==> config.mk <==
export PLATFORM = sky130hd
export DESIGN_NAME = cla_slice_sequencer
export DESIGN_NICKNAME = d
export VERILOG_FILES = /design/src/rtl/cla_slice_sequencer.sv
export SDC_FILE = /design/constraint.sdc
export NUM_CORES = 1
export LEC_CHECK = 0
export ABC_CLOCK_PERIOD_IN_PS = 2660
export BUFFER_PORTS_ARGS = -buffer_cell sky130_fd_sc_hd__buf_4
export CAP_MARGIN = 20
export CORE_AREA = 2 2 79 81
export CTS_CLUSTER_SIZE = 30
export DETAILED_ROUTE_END_ITERATION = 10
export DIE_AREA = 0 0 81 83
export PLACE_DENSITY = 0.81
export SLEW_MARGIN = 20
export SYNTH_ARGS = -nofsm -noshare
export SYNTH_HDL_FRONTEND = slang
export SYNTH_SLANG_ARGS = --single-unit
export TNS_END_PERCENT = 1
==> constraint.sdc <==
create_clock -name clk -period 2.66 [get_ports clk]
set_input_delay 0.133 -clock clk [delete_from_list [all_inputs] [get_ports clk]]
set_output_delay 0.133 -clock clk [all_outputs]
set_load 0.01 [all_outputs]
==> src/rtl/cla_slice_sequencer.sv <==
`default_nettype none
// ============================================================================
// Module      : cla_slice_sequencer
// Description : Time-multiplexes one shared 4-bit carry-lookahead slice to
//               add WIDTH-bit operands one nibble per cycle (LSB first).
//               Two requesters share it via round-robin; a single result
//               port returns sum, carry-out, signed overflow and requester ID.
// Revision    : 1.0 - initial release
// ============================================================================
module cla_slice_sequencer #(
  parameter int  WIDTH  = 16,
  localparam int NSLICE = WIDTH / 4
) (
  input  logic             clk,
  input  logic             rst,
  input  logic             req0_valid,
  output logic             req0_ready,
  input  logic [WIDTH-1:0] req0_a,
  input  logic [WIDTH-1:0] req0_b,
  input  logic             req0_cin,
  input  logic             req1_valid,
  output logic             req1_ready,
  input  logic [WIDTH-1:0] req1_a,
  input  logic [WIDTH-1:0] req1_b,
  input  logic             req1_cin,
  output logic             rsp_valid,
  input  logic             rsp_ready,
  output logic             rsp_id,
  output logic [WIDTH-1:0] rsp_sum,
  output logic             rsp_cout,
  output logic             rsp_ovf,
  output logic [3:0]       slice_a,
  output logic [3:0]       slice_b,
  output logic             slice_cin,
  input  logic [3:0]       slice_s,
  input  logic             slice_g,
  input  logic             slice_p
);

  localparam int CNT_W = (NSLICE > 1) ? $clog2(NSLICE) : 1;

  typedef enum logic [1:0] {
    IDLE = 2'd0,
    RUN  = 2'd1,
    DONE = 2'd2
  } state_t;

  state_t             state;
  state_t             state_next;
  logic               last_grant;
  logic               id_reg;
  logic               carry_reg;
  logic [CNT_W-1:0]   nib_cnt;
  logic [WIDTH-1:0]   a_reg;
  logic [WIDTH-1:0]   b_reg;
  logic [WIDTH-1:0]   sum_reg;
  logic               grant0;
  logic               grant1;
  logic               last_nib;

  assign last_nib = (nib_cnt == CNT_W'(NSLICE - 1));

  // Round-robin grant: only in IDLE, ties go to the requester not granted last.
  always_comb begin
    grant0 = 1'b0;
    grant1 = 1'b0;
    if (state == IDLE && !rst) begin
      if (req0_valid && req1_valid) begin
        grant0 = last_grant;
        grant1 = ~last_grant;
      end else begin
        grant0 = req0_valid;
        grant1 = req1_valid;
      end
    end
  end

  // Next-state logic for the IDLE -> RUN -> DONE sequence.
  always_comb begin
    state_next = state;
    case (state)
      IDLE:    if (grant0 || grant1) state_next = RUN;
      RUN:     if (last_nib)         state_next = DONE;
      DONE:    if (rsp_ready)        state_next = IDLE;
      default:                       state_next = IDLE;
    endcase
  end

  // State register.
  always_ff @(posedge clk or posedge rst) begin
    if (rst) state <= IDLE;
    else     state <= state_next;
  end

  // Operand capture on grant, nibble-serial accumulation while running.
  always_ff @(posedge clk or posedge rst) begin
    if (rst) begin
      last_grant <= 1'b1;
      id_reg     <= 1'b0;
      carry_reg  <= 1'b0;
      nib_cnt    <= '0;
      a_reg      <= '0;
      b_reg      <= '0;
      sum_reg    <= '0;
    end else begin
      case (state)
        IDLE: begin
          if (grant0 || grant1) begin
            a_reg      <= grant1 ? req1_a   : req0_a;
            b_reg      <= grant1 ? req1_b   : req0_b;
            carry_reg  <= grant1 ? req1_cin : req0_cin;
            nib_cnt    <= '0;
            id_reg     <= grant1;
            last_grant <= grant1;
          end
        end
        RUN: begin
          // Ripple carry between nibbles lives only in carry_reg.
          carry_reg <= slice_g | (slice_p & carry_reg);
          nib_cnt   <= last_nib ? '0 : nib_cnt + CNT_W'(1);
          for (int i = 0; i < NSLICE; i++) begin
            if (nib_cnt == CNT_W'(i)) sum_reg[4*i +: 4] <= slice_s;
          end
        end
        default: ;
      endcase
    end
  end

  // Slice drive: current nibble while running, zero otherwise.
  always_comb begin
    slice_a   = 4'd0;
    slice_b   = 4'd0;
    slice_cin = 1'b0;
    if (state == RUN) begin
      slice_cin = carry_reg;
      for (int i = 0; i < NSLICE; i++) begin
        if (nib_cnt == CNT_W'(i)) begin
          slice_a = a_reg[4*i +: 4];
          slice_b = b_reg[4*i +: 4];
        end
      end
    end
  end

  // Response outputs are presented only in DONE and held until accepted.
  always_comb begin
    req0_ready = grant0;
    req1_ready = grant1;
    rsp_valid  = (state == DONE);
    rsp_sum    = rsp_valid ? sum_reg : '0;
    rsp_cout   = rsp_valid & carry_reg;
    rsp_id     = rsp_valid & id_reg;
    rsp_ovf    = rsp_valid & (a_reg[WIDTH-1] == b_reg[WIDTH-1])
                           & (sum_reg[WIDTH-1] != a_reg[WIDTH-1]);
  end

endmodule
`default_nettype wire

* Yosys cells after proc, flatten, opt, wreduce, memory -nomap -nowiden
Index checks and enable logic that the tools add are counted.
Word-level totals: bits in registers 55, word-level logic and storage cells 71
Cells by class: add/subtract/negate cells 1, equality and inequality tests 10, muxes and demuxes 28, bitwise operators 7, reductions and logical operators 14
Operator list (number):
- 2-to-1 mux 16 bit | 3
- 2-to-1 mux 4 bit | 10
- AND reduction 2 bit | 6
- 2-to-1 mux 2 bit | 5
- 2-to-1 mux 1 bit | 7
- == test 2 bit, second input constant | 3
- one-hot mux 2 bit (3 select lines) | 1
- AND 1 bit | 5
- == test 2 x 1 -> 1 bit, second input constant | 2
- logical NOT 2 bit | 2
- inequality test 2 x 1 -> 1 bit, second input constant | 2
- one-hot mux 2 bit (2 select lines) | 1
- AND reduction 3 bit | 1
- adder 2 x 1 -> 2 bit, second input constant | 1
- logical AND 1 bit | 2
- inequality test 2 bit, second input constant | 1
- one-hot mux 1 bit (2 select lines) | 1
- nonzero test 2 bit | 1
- == test 1 bit | 1
- logical NOT 1 bit | 1
- logical OR 1 bit | 1
- inequality test 1 bit | 1
- NOT 1 bit | 1
- bitwise OR 1 bit | 1

* Logic depth before layout (Yosys ltp)
depth in word-level cells 6, mapped depth 7, depth with buffers taken out 5

* Worst setup path after synthesis
No wires, ideal clock.
kind in2reg, start point input rst, end point register carry_reg, data arrival time 1615 ps, required time 2522 ps, slack 907 ps, stages 3, cells stage by stage inv_1 -> a21o_1 -> o221ai_1
Between the ends: word-level cells in the longest chain between the ends 6
Ends and longest elaborated chain:
- from (decl) | line 15 | input logic rst,
- logical NOT 1 bit (no line) *
- logical AND 1 bit * | line 67 | if (state == IDLE && !rst) begin
- 2-to-1 mux 1 bit | line 67
- 2-to-1 mux 1 bit / logical OR 1 bit (equally long branches) | line 111, 108
- 2-to-1 mux 1 bit / inequality test 2 x 1 -> 1 bit (equally long branches)
- one-hot mux 1 bit (2 select lines) / AND reduction 2 bit (equally long branches)
- to (signal assigned) | line 111 | carry_reg <= grant1 ? req1_cin : req0_cin;
- to (signal assigned) | line 119 | carry_reg <= slice_g | (slice_p & carry_reg);
- to (decl) | line 52 | logic carry_reg;
Every way passes the cells marked *; elsewhere a longest branch is shown, timed or not. The select of a mux whose other input is x is not followed. A chain may end at the register's enable or synchronous reset.

* Final worst setup path
start point register nib_cnt[0], end point output slice_b[2]
Between the ends: word-level cells in the longest chain between the ends 6
Ends and longest elaborated chain:
- from (decl) | line 53 | logic [CNT_W-1:0] nib_cnt;
- from (signal assigned) | line 120 | nib_cnt <= last_nib ? '0 : nib_cnt + CNT_W'(1);
- logical NOT 2 bit | line 138 | if (nib_cnt == CNT_W'(i)) begin
- 2-to-1 mux 4 bit (3 in a row) | line 138
- 2-to-1 mux 4 bit * | line 138
- 2-to-1 mux 4 bit * | line 135 | if (state == RUN) begin
- to (decl) | line 33 | output logic [3:0] slice_b,
Every way passes the cells marked *; elsewhere a longest branch is shown, timed or not.

==> metrics.md <==
| Metric | Value |
|---|---|
| Initial core utilization | `0.524` |
| Hold Fails Final Rpt | `0` |
| Min-Delay Path Class | `input port to flop` |
| Antenna Cells | `0` |
| Global-route wire length before repair | `13.1 mm` |
| Worst Slack Setup Final | `332 ps` |
| First-iteration detailed-routing DRC count | `132` |
| CP endpoint kind | `output pin` |
| Die width | `81 um` |
| Routability congestion estimate | `0.779` |
| Placed Cells | `499` |
| I/O pin total | `108` |
| Mapped Cells | `341` |
| Number of clock sinks | `55` |
| Status | `completed` |
| DRC Markers | `0` |
| Post-synthesis sequential area ratio | `0.452` |
| Max Fclk | `430 MHz` |
| Detailed-placement wirelength estimate | `5.84 mm` |
| CP Class | `flop to output pin` |
| Final TNS setup | `0 ps` |
| Number of global-route vias before repair | `2,860` |
| Area of the multi-input gates | `1450 um^2` |
| Synth warnings | `0` |
| Max Slew Vio Count | `0` |
| # fillers | `516` |
| Slew of the pin with the lowest slew margin | `708 ps` |
| Max VDD drop | `0.000474 V` |
| Core Region | `5820 um^2` |
| Initial antenna violation count | `0` |
| Post-Syn Area per Cell | `8.93 um^2` |
| First-pass DRT Iterations | `4` |
| Die height | `83 um` |
| Area leader, netlist | `dfrtp_1` |
| CTS resizes | `0` |
| Register Area | `1380 um^2` |
| Lkg Pwr | `1.83 nW` |
| Synth top area cells | `dfrtp_1, a21oi_1, a31oi_1` |
| Post-Route WL | `8.11 mm` |
| Vias | `2,840` |
| RSZ-0062 raised after global routing | `false` |
| I/O Buffers | `107` |
| Grt total ovfl | `0` |
| Vias per cell | `5.59` |
| Commonest register cell after synthesis | `dfrtp_1` |
| Latest clock arrival within the worst-skew pair | `310 ps` |
| Die area | `6720 um^2` |
| Clock Path Buffers | `2` |
| Design Area, Final | `3970 um^2` |
| P&R area growth vs syn | `30.3%` |
| Largest net degree at the start of global routing | `35` |
| Pre-CTS setup slack | `686 ps` |
| Worst-path clk slew | `100 ps` |
| CTS buffer count | `5` |
| Cts hold-fix bufs | `1` |
| Layout cells sized above 1 | `0.326` |
| Post-CTS Repair Setup Buffers | `0` |
| Final hold slack | `19.5 ps` |
| Placed Area | `3830 um^2` |
| Max_cap viols | `0` |
| Synthesized area | `3050 um^2` |
| Depth of the CTS H-tree | `2` |
| WL per Instance | `16.0 um` |
| Critical path required time | `2530 ps` |
| CTS root buf | `clkbuf_8` |
| Final Util | `0.682` |
| CTS tree | `done` |
| # rows | `28` |
| Tcrit/Tclk final | `0.875` |
| Mapped Nets | `422` |
| Post-synth EDFFs | `0` |
| Total power | `4.13 mW` |
| Tot GR Track Use | `0.247` |
| Crit start category | `flop` |
| CP Data Arrival Time | `2190 ps` |
| CP Max Fanout | `17` |
| Ys async rst share | `1.00` |
| Post-synth cell types | `30` |
| Final Net Count | `513` |
| Top cell type's share of synthesized area | `0.444` |
| Minimum clock period | `2330 ps` |
| Synth Register Bits | `55` |
| Post-route insts no fill | `508` |
| Setup violators final | `0` |
| Max_slew headroom | `0.528` |
| Worst Clk Skew | `3.96 ps` |
| Post-route ant nets | `0` |
| PD cells | `1040 nW/um^2` |
## power breakdown
| part | internal (mW) | leakage [nW] | total, mW | switching, mW |
|---|---|---|---|---|
| sequential | 1.25 | 0.615 | 1.50 | 0.253 |
| clock | 0.376 | 0.0654 | 0.652 | 0.275 |
| combinational | 0.926 | 1.15 | 1.98 | 1.05 |
| total | 2.55 | 1.83 | 4.13 | 1.58 |
## cell usage after synthesis, drive strengths merged (2+ instances only)
| cell | n |
|---|---|
| ha | 4 |
| inv | 14 |
| nor2 | 6 |
| mux2 | 16 |
| nand2 | 47 |
| a21boi | 2 |
| a21oi | 50 |
| clkbuf | 13 |
| nand3b | 9 |
| nand2b | 2 |
| dfrtp | 54 |
| o21ai | 36 |
| a31oi | 32 |
| a221o | 8 |
| a21o | 3 |
| buf | 17 |
| and2 | 18 |
## cells in the final DEF (no fill, tap or decap), types with 2 or more instances in the layout
cell type | netlist | routed
clkbuf_8 | 0 | 5
mux2_2 | 16 | 16
inv_1 | 14 | 13
dfrtp_1 | 54 | 54
a31oi_1 | 32 | 32
o21ai_0 | 7 | 7
a221o_1 | 8 | 8
and2_1 | 18 | 18
bufinv_16 | 0 | 2
o21ai_1 | 29 | 29
nor2_1 | 6 | 6
nand2_1 | 47 | 47
nand3b_1 | 9 | 9
buf_4 | 0 | 113
ha_1 | 4 | 4
a21oi_1 | 50 | 50
a21o_1 | 3 | 3
nand2b_1 | 2 | 2
## critical path: stages, from the launching register on
cell     delay [ps]
dfrtp_1         420
inv_1           120
ha_1            560
a21oi_1          90
a221o_1         350
a21oi_1         180
buf_4           160
## cell type report
class	count	area share
Clock buffer	6	0.0183
Clock inverter	2	0.0151
Inverter	14	0.0132
Multi-Input combinational cell	242	0.366
Sequential cell	55	0.347
Tap cell	75	0.0236
Timing Repair Buffer	114	0.216
## kinds of logic (layout without fill, tap and decap cells)
| logic type | count (synthesis) | after routing | synth area share |
|---|---|---|---|
| flops | 55 | 55 | 0.452 |
| buf+inv | 44 | 136 | 0.0735 |
| fa+ha+maj | 4 | 4 | 0.0164 |
| simple gates | 86 | 86 | 0.138 |
| compound gates | 135 | 135 | 0.257 |
| mux | 17 | 17 | 0.0624 |
## routing by layer
layer	routed length (um)	track usage	share of wire
met1	3380	0.313	0.42
met2	4120	0.422	0.51
met3	505	0.0522	0.062
met4	97	0.0632	0.012
met5	0	0	0
## final timing paths
path                                 start    endpoint  slack [ps]  depth (start not counted)
worst max register to register    state[1]   b_reg[11]         780                          4
min in group asynchronous              rst    state[0]         480                          3
max in group asynchronous              rst  last_grant        1350                          4
worst min-delay path             rsp_ready    state[1]          20                          2
worst min register to register      id_reg      id_reg         480                          1
worst max-delay path            nib_cnt[0]  slice_b[2]         330                          6
(Power assumes the default switching activity.)
